<file path="src/rtl/pc_fetch_pkg.sv">
// Shared definitions for the PC/fetch sequencer and its neighbours.
//   pc_state_e     : fetch sequencer states
//   AddrMsb/ImmMsb : instruction field positions (jump target, immediate)
//   DefaultResetPc : default PC loaded on reset
package pc_fetch_pkg;

    typedef enum logic [1:0] {
        StIdle  = 2'd0,
        StFetch = 2'd1,
        StHold  = 2'd2,
        StFault = 2'd3
    } pc_state_e;

    localparam int unsigned AddrMsb        = 25;
    localparam int unsigned ImmMsb         = 15;
    localparam logic [31:0] DefaultResetPc = 32'h0000_0000;

endpackage

</file>
<file path="src/rtl/pc_fetch_if.sv">
// Instruction-memory fetch bus.
//   imem_req   : fetch request (master -> slave)
//   imem_addr  : fetch address (master -> slave)
//   imem_ack   : request accepted, imem_rdata valid this cycle (slave -> master)
//   imem_rdata : instruction word (slave -> master)
interface pc_fetch_if;

    logic        imem_req;
    logic [31:0] imem_addr;
    logic        imem_ack;
    logic [31:0] imem_rdata;

    modport master (
        output imem_req,
        output imem_addr,
        input  imem_ack,
        input  imem_rdata
    );

    modport slave (
        input  imem_req,
        input  imem_addr,
        output imem_ack,
        output imem_rdata
    );

endinterface

</file>
<file path="src/rtl/pc_fetch_instr_fields.sv">
// Combinational split of an instruction word into its jump-target and immediate fields.
//   instr_i : low instruction bits [AddrMsb:0] (upper opcode bits are not needed here)
//   addr_o  : jump target field
//   imm_o   : immediate field
module pc_fetch_instr_fields
    import pc_fetch_pkg::*;
(
    input  logic [AddrMsb:0] instr_i,
    output logic [AddrMsb:0] addr_o,
    output logic [ImmMsb:0]  imm_o
);

    always_comb begin
        addr_o = instr_i;
        imm_o  = instr_i[ImmMsb:0];
    end

endmodule

</file>
<file path="src/rtl/pc_fetch.sv">
// Program-counter register and instruction-fetch sequencer.
//   clk, reset_n : clock, asynchronous active-low reset
//   imem         : instruction-memory fetch bus (master side)
//   advance      : core retires current instruction, load new_pc
//   new_pc       : next PC from the next-PC calculator
//   pc           : current PC (old_PC to the calculator)
//   instr        : latched instruction word
//   addr, imm    : jump-target / immediate fields of instr
//   instr_valid  : instr/addr/imm belong to pc
//   fault        : sticky fetch timeout or misaligned new_pc
// All outputs are registers or decodes of the state register only.
module pc_fetch
    import pc_fetch_pkg::*;
#(
    parameter logic [31:0] RESET_PC = DefaultResetPc,
    parameter int unsigned TIMEOUT  = 255,
    parameter int unsigned CNT_W    = 8
) (
    input  logic               clk,
    input  logic               reset_n,
    pc_fetch_if.master         imem,
    input  logic               advance,
    input  logic [31:0]        new_pc,
    output logic [31:0]        pc,
    output logic [31:0]        instr,
    output logic [AddrMsb:0]   addr,
    output logic [ImmMsb:0]    imm,
    output logic               instr_valid,
    output logic               fault
);

    localparam logic [CNT_W-1:0] TimeoutCnt = CNT_W'(TIMEOUT);

    pc_state_e        state_q, state_d;
    logic [31:0]      pc_q, pc_d;
    logic [31:0]      instr_q, instr_d;
    logic [CNT_W-1:0] count_q, count_d;

    always_ff @(posedge clk or negedge reset_n) begin
        if (!reset_n) begin
            state_q <= StIdle;
            pc_q    <= RESET_PC;
            instr_q <= '0;
            count_q <= '0;
        end else begin
            state_q <= state_d;
            pc_q    <= pc_d;
            instr_q <= instr_d;
            count_q <= count_d;
        end
    end

    always_comb begin
        state_d = state_q;
        pc_d    = pc_q;
        instr_d = instr_q;
        count_d = count_q;
        unique case (state_q)
            StIdle: state_d = StFetch;
            StFetch: begin
                if (imem.imem_ack) begin
                    instr_d = imem.imem_rdata;
                    count_d = '0;
                    state_d = StHold;
                end else if (TIMEOUT != 0) begin
                    // Leaving on the TIMEOUT-th idle cycle keeps the count saturated.
                    count_d = count_q + CNT_W'(1);
                    if (count_d == TimeoutCnt) begin
                        state_d = StFault;
                    end
                end
            end
            StHold: begin
                if (advance) begin
                    if (new_pc[1:0] == 2'b00) begin
                        pc_d    = new_pc;
                        state_d = StFetch;
                    end else begin
                        state_d = StFault;
                    end
                end
            end
            StFault: state_d = StFault;
            default: state_d = StFault;
        endcase
    end

    always_comb begin
        imem.imem_req  = (state_q == StFetch);
        imem.imem_addr = pc_q;
        instr_valid    = (state_q == StHold);
        fault          = (state_q == StFault);
        pc             = pc_q;
        instr          = instr_q;
    end

    pc_fetch_instr_fields u_instr_fields (
        .instr_i (instr_q[AddrMsb:0]),
        .addr_o  (addr),
        .imm_o   (imm)
    );

endmodule

</file>
<file path="src/flat_wrapper.sv">
// flat-port wrapper written by rule: the top's interface ports become plain ports
module pc_fetch_flat import pc_fetch_pkg::*;
#(
    parameter logic [31:0] RESET_PC = DefaultResetPc,
    parameter int unsigned TIMEOUT  = 255,
    parameter int unsigned CNT_W    = 8
)
  (clk, reset_n, advance, new_pc, pc, instr, addr, imm, instr_valid, fault, imem_imem_req, imem_imem_addr, imem_imem_ack, imem_imem_rdata);
  pc_fetch_if imem_i ();
  input  logic clk;
  input  logic reset_n;
  input  logic advance;
  input  logic [31:0] new_pc;
  output logic [31:0] pc;
  output logic [31:0] instr;
  output logic [AddrMsb:0] addr;
  output logic [ImmMsb:0] imm;
  output logic instr_valid;
  output logic fault;
  output wire logic [$bits(imem_i.imem_req)-1:0] imem_imem_req;
  output wire logic [$bits(imem_i.imem_addr)-1:0] imem_imem_addr;
  input wire logic [$bits(imem_i.imem_ack)-1:0] imem_imem_ack;
  input wire logic [$bits(imem_i.imem_rdata)-1:0] imem_imem_rdata;
  assign imem_imem_req = imem_i.imem_req;
  assign imem_imem_addr = imem_i.imem_addr;
  assign imem_i.imem_ack = imem_imem_ack;
  assign imem_i.imem_rdata = imem_imem_rdata;
  pc_fetch #(.RESET_PC(RESET_PC), .TIMEOUT(TIMEOUT), .CNT_W(CNT_W)) u_core (.clk(clk), .reset_n(reset_n), .imem(imem_i), .advance(advance), .new_pc(new_pc), .pc(pc), .instr(instr), .addr(addr), .imm(imm), .instr_valid(instr_valid), .fault(fault));
endmodule
</file>
<file path="config.mk">
export PLATFORM = sky130hd
export DESIGN_NAME = pc_fetch_flat
export DESIGN_NICKNAME = d
export VERILOG_FILES = /design/src/rtl/pc_fetch_pkg.sv /design/src/rtl/pc_fetch_if.sv /design/src/rtl/pc_fetch_instr_fields.sv /design/src/rtl/pc_fetch.sv /design/src/flat_wrapper.sv
export SDC_FILE = /design/constraint.sdc
export NUM_CORES = 1
export LEC_CHECK = 0
export ABC_AREA = 1
export CORE_MARGIN = 5
export CORE_UTILIZATION = 35
export CTS_CLUSTER_DIAMETER = 150
export DETAILED_ROUTE_END_ITERATION = 7
export PLACE_DENSITY = 0.75
export SLEW_MARGIN = 20
export SYNTH_ARGS = -nofsm -noshare
export SYNTH_HDL_FRONTEND = slang
export SYNTH_HIERARCHICAL = 1
export SYNTH_SLANG_ARGS = --single-unit
</file>
<file path="constraint.sdc">
create_clock -name clk -period 1.9 [get_ports clk]
set_clock_uncertainty 0.2 [all_clocks]
set_input_delay 0.57 -clock clk [delete_from_list [all_inputs] [get_ports clk]]
set_output_delay 0.57 -clock clk [all_outputs]
set_load 0.01 [all_outputs]
</file>
==> results of run 1 <==
cells by family (layout without fill, tap and decap cells):
kind of cell / count (synthesis) / count (layout) / synth area share (%)
xor+xnor: 2 / 2 / 0.481
compound gates: 13 / 13 / 2.09
simple gates: 129 / 129 / 14.3
flops: 74 / 74 / 50.8
fa+ha+maj: 2 / 2 / 0.687
buf+inv: 98 / 270 / 18.7
mux: 32 / 32 / 12.9
routing by layer:
metal  routed length, um  vias up  global-route usage, %
met5                   0        -                      0
met4                 207        0                   4.09
met3                 753       17                   5.88
met2                5230      122                   27.5
met1                3670     1348                   16.7
li1                    -     1356                      -
cell usage in the layout, fill, tap and decap left out, types with 6 or more instances in the layout:
cell type and instances:
dlygate4sd2_1 124, nand2_1 108, dfrtp_1 73, clkdlybuf4s50_1 66, mux2_4 29, buf_4 26, nor2_1 11, clkbuf_8 10
inv_1 10, clkbuf_2 6, nand3_1 6
power breakdown:
| group | total (W) | internal (W) | switching (W) |
|---|---|---|---|
| Combinational | 0.000834 | 0.000471 | 0.000363 |
| Clock | 0.00115 | 0.000521 | 0.000632 |
| Sequential | 0.00181 | 0.00170 | 0.000109 |
registers in the layout (all words and copies together) (netlist names):
| name | count |
|---|---|
| u_core/count_q | 8 |
| u_core/imem.imem_addr | 32 |
| u_core/instr | 32 |
| u_core/state_q | 2 |
path summary, 6_finish.rpt:
check                                                  endpoint  slack, ns  depth (start not counted)
min reg2reg                        u_core/instr[31]$_DFFE_PN0P_       0.30                          1
max in group asynchronous         u_core/state_q[1]$_DFFE_PN0P_       1.13                          2
max reg2reg                         u_core/instr[1]$_DFFE_PN0P_       0.17                          7
min in group clk                   u_core/instr[31]$_DFFE_PN0P_       0.30                          1
min                        u_core/imem.imem_addr[0]$_DFFE_PN0P_       0.02                          2
max                                                 instr_valid       0.04                          4
final cells by class:
class / instances / share of cell area (%)
clock buffer: 10 / 2.47
tap: 136 / 3.06
sequential: 74 / 33.3
timing repair buffer: 239 / 39.1
clock inverter: 6 / 0.876
inverter: 15 / 1.19
multi-input combinational: 178 / 20.0
per-stage QoR:
stage	setup WS, ns	setup TNS [ns]	util, %	instances
after floorplan	0.400	0	-	350
after global placement	-0.142	-7.06	53.0	623
after detailed placement	-0.195	-8.46	53.0	623
after CTS	-0.0543	-0.112	54.4	656
after global routing	-0.0351	-0.0764	54.4	658
final	0.0404	0	54.4	658
repair_timing:
action,in CTS,in global routing
gates resized for setup,169,22
endpoints found under the setup margin,141,13
pin swaps,0,2
setup buffers,17,2
==> impl_results.md, run 1 <==
* Status: finished, final reports clean
* Crit path kind: flip-flop to output port
* Post-Syn Area at 0.00364 sq mm
* Initial Utilization at 35.6%
* GP Congestion at 0.831
* Die area at 0.0126 sq mm
* Iteration-0 DRC Markers at 142
* Register area share after synthesis at 50.8%
* Clk buf depth at 2
* Final Critical Period at 1.86 ns
* Leak at 3.33 nW
* Vias in the first global route at 2,992
* Root Driver: clkbuf_8
* Core ar. at 0.0102 sq mm
* PwrDens at 682 mW/mm^2
* First-pass GRT wire length at 15.6 mm
* Sequential Area at 0.00185 sq mm
* Remaining antenna violation count at 0
* Residual DRC at 0
* H-tree Lvls at 3
* Share of layout cells above drive strength 1 at 19.3%
* Asr flop ratio synth at 100%
* Num CTS Buffers at 9
* Die Span Y at 112 um
* Min Hold Slack at 0.0201 ns
* Slowest cell on the critical path: dfrtp_2
* TritonRoute pass-1 iters at 6
* Maximum vdd drop at 0.000383 V
* Io pins at 209
* Crit-path cells: buf_6 -> inv_6 -> nor2_4 -> buf_6
* Slew Limit Headroom at 73.5%
* Top-count cell post-synth: nand2_1
* Worst skew pair latency at 0.33 ns
* Hpwl dp at 7.38 mm
* Final instance area at 0.00557 sq mm
* Synth area leader: dfrtp_1
* Final net count at 587
* DR WL/cell at 15.0 um
* Final hold vios at 0
* Share of the synthesized area in the top cell type at 50.8%
* Crit path DAT at 1.09 ns
* Post-synthesis register bit count at 74
* FP Rows at 37
* Number of antenna violations at the first check in global routing at 0
* Crit-path leading delay family: flip-flops
* Placement Cell Area at 0.00542 sq mm
* Worst Path Buf+Inv at 3
* GRT Overall Usage at 15.2%
* CP max stage delay at 0.37 ns
* Via density at 4.32
* Synthesized Nets at 420
* Syn Inst Count at 350
* Antenna diodes at 0
* Worst-margin pin slew at 0.398 ns
* Die width at 112 um
* Final setup viols at 0
* RSZ-0062 raised after global routing: yes
* Fillcell total at 951
* Hold crit path type: primary input to asynchronous set/reset pin
* WP data required at 1.13 ns
* Fin crit share at 97.9%
* Port buffer count at 208
* Critical path's most frequent cell: buf_6
* Clk sinks at 74
* Vias at 2,843
* Fmax at 538 MHz
* Max Cap Viol at 0
* Worst reg2reg startpoint: u_core/state_q[0]$_DFFE_PN0P_
* Crit-path max FO at 4
* Synth top cells by count: nand2_1 (108), buf_4 (77), dfrtp_1 (74)
* Final wirelength at 9.86 mm
* Mean Syn Cell Area at 10.4 sq um
* Crit path from: u_core/state_q[1]$_DFFE_PN0P_
* Main flop type after synthesis: dfrtp_1
* Hold Buf Count CTS at 0
* Total power at 0.00380 W
* Total gr overflow at 0
* Synth area leaders: dfrtp_1 (51%), buf_4 (16%), mux2_4 (12%)
* Worst Setup End Kind: output port
* Multi-input logic area at 0.00111 sq mm
* Synth unique cells at 22
* Yosys warning count at 6
* Critical path launch point type: flip-flop
* P&R area growth vs syn at 52.8%
* Post-synth EDFFs at 0
* Clk pin slew, worst setup/hold paths at 0.09 ns
* CTS tree: done
* Largest net degree at the start of global routing at 75
* Max-slew violation count at 0
(Power assumes the default switching activity.)
==> inputs of run 2 (changes only) <==
- ABC_AREA: 1 -> not set
==> run 2 against run 1 <==
The run now ends with setup timing left; sequential cell count unchanged; sequential share of layout area up 1.1 points; design area down 3.2%; combinational power down 78%; non-clock buffer count down 9; critical path depth down 1; worst setup slack worse by 0.10 ns; routed wire length down 6.3%; final cell count down 11%; via count down 8.7%; critical path type unchanged; highest routed layer unchanged.
==> impl_results.md, run 2 <==
* Status: finished with violations
* Failing checks: setup timing
* Residual DRC at 0
* Max-slew violation count at 0
* WL met2 at 5.22 mm
* Critical path launch point type: flip-flop
* Multi-input logic area at 0.00108 sq mm
* Crit-path max FO at 3
* H-tree Lvls at 3
* Final setup viols at 1
* Fmax at 510 MHz
* Slew Limit Headroom at 73.2%
* Synth area leader: dfrtp_1
* Final instance area at 0.00539 sq mm
* Hpwl dp at 7.21 mm
* Slowest cell on the critical path: dfrtp_1
* Commonest non-fill, non-tap cell in the layout: dlygate4sd2_1
* Worst Setup End Kind: output port
* Fin crit share at 103%
* Total gr overflow at 0
* Asr flop ratio synth at 100%
* Die Span Y at 111 um
* FP Rows at 37
* Final wirelength at 9.24 mm
* Post-Syn Area at 0.00358 sq mm
* Share of layout cells above drive strength 1 at 12.9%
* Reg2reg setup slack at 0.10 ns
* First-pass GRT wire length at 14.7 mm
* Share of the synthesized area in the top cell type at 51.7%
* Core ar. at 0.0101 sq mm
* Die area at 0.0124 sq mm
* Met3 WL post-DR at 499 um
* WP data required at 1.13 ns
* Vias in the first global route at 2,725
* Worst skew pair latency at 0.34 ns
* Layout Cells excl Fill at 584
* Post-synth EDFFs at 0
* Placed cells at 561
* Final setup margin at -0.0618 ns
* Remaining antenna violation count at 0
* Synth top cells by count: buf_4 (79), dfrtp_1 (74), mux2_1 (58)
* Commonest non-fill, non-tap cells in the layout: dlygate4sd2_1 (133), dfrtp_1 (74), clkdlybuf4s50_1 (66)
* Largest net degree at the start of global routing at 75
* Leak at 3.26 nW
* Final Critical Period at 1.96 ns
* Final hold vios at 0
* DR WL/cell at 15.8 um
* Post-synthesis register bit count at 74
* Vias at 2,596
* Mean Syn Cell Area at 12.4 sq um
* Worst-margin pin slew at 0.402 ns
* Clk buf depth at 2
* Hold crit path type: primary input to asynchronous set/reset pin
* CP max stage delay at 0.41 ns
* Highest routed layer: met4
* GP Congestion at 0.769
* Total power at 0.00286 W
* Synth unique cells at 36
* Wl on met1 at 3.39 mm
* Register area share after synthesis at 51.7%
* Initial Utilization at 35.3%
* Syn Inst Count at 288
* Num CTS Buffers at 9
* Number of antenna violations at the first check in global routing at 0
* Crit path DAT at 1.19 ns
* Maximum vdd drop at 0.000275 V
* Io pins at 209
* Port buffer count at 208
* Iteration-0 DRC Markers at 66
* Crit path kind: flip-flop to output port
* Root Driver: clkbuf_8
* GRT Overall Usage at 14.9%
* Placement Cell Area at 0.00534 sq mm
* Synth area leaders: dfrtp_1 (52%), mux2_1 (18%), buf_4 (17%)
* Max Cap Viol at 0
* Via density at 4.45
* CTS tree: done
* PwrDens at 532 mW/mm^2
* Worst reg2reg startpoint: u_core/state_q[1]$_DFFE_PN0P_
* Sequential Area at 0.00185 sq mm
* Clk sinks at 74
* TritonRoute pass-1 iters at 4
* Final net count at 513
* Clk pin slew, worst setup/hold paths at 0.08 ns
* Antenna diodes at 0
* P&R area growth vs syn at 50.5%
* Crit path from: u_core/state_q[1]$_DFFE_PN0P_
* Die width at 111 um
* Top-count cell post-synth: buf_4
* Hold Buf Count CTS at 0
* Fillcell total at 948
* RSZ-0062 raised after global routing: yes
* Yosys warning count at 6
* Main flop type after synthesis: dfrtp_1
* Synthesized Nets at 358
* Post-layout util at 53.2%
* Crit-path cells: buf_6 -> and2b_1 -> buf_2
* Final setup TNS at -0.0618 ns
==> run 2: metal layers <==
metal / vias up / GRT usage [%]
met2: 91 / 28.6
met5: - / 0
met4: 0 / 5.35
li1: 1207 / -
met1: 1287 / 15.6
met3: 11 / 3.49
==> run 2: critical path, delay by kind of cell (launching register included) <==
family / cells / cell delay, ns
buffers and inverters: 2 / 0.27
and+or+nand+nor: 1 / 0.17
DFF: 1 / 0.41
==> run 2: stage by stage <==
step	hold WS [ns]	setup slack [ns]
final	0.0217	-0.0618
after global routing	0.0389	-0.114
after CTS	0.0342	-0.0848
after detailed placement	0.282	-0.227
after global placement	0.278	-0.193
after floorplan	0.0744	0.216
==> run 2: final cells by class <==
type	count	area share (%)
Timing Repair Buffer	230	38.8
Inverter	4	0.325
Sequential cell	74	34.4
Tap cell	136	3.16
Clock buffer	9	2.30
Multi-Input combinational cell	124	20.1
Clock inverter	7	0.998
==> run 2: kinds of logic after synthesis <==
kind of cell	synth area share, %
flip-flops	51.7
adder cells (fa/ha/maj)	0.699
buffers and inverters	18.2
AND/OR/NAND/NOR	5.73
multiplexers	19.5
AO/OA/AOI/OAI	3.63
XOR/XNOR	0.489
==> run 2: worst paths after layout <==
path	to	cells after the start
worst max-delay path	instr_valid	3
worst min-delay path	u_core/instr[4]$_DFFE_PN0P_	2
worst max register to register	u_core/imem.imem_addr[19]$_DFFE_PN0P_	6
worst min register to register	u_core/instr[30]$_DFFE_PN0P_	1
max in group asynchronous	u_core/count_q[4]$_DFFE_PN0P_	2
min in group clk	u_core/instr[30]$_DFFE_PN0P_	1
==> run 2: what timing repair did <==
| action | in CTS | in global routing |
|---|---|---|
| setup endpoints to repair | 141 | 4 |
| cloned | 0 | 0 |
| resized for setup | 160 | 6 |
| buffers inserted | 7 | 0 |
==> run 2: power breakdown <==
part / switching [W] / leakage [nW] / total [W] / internal [W]
Sequential: 0 / 0.982 / 0.00157 / 0.00157
Combinational: 0.0000524 / 2.20 / 0.000180 / 0.000128
Clock: 0.000629 / 0.0822 / 0.00111 / 0.000482
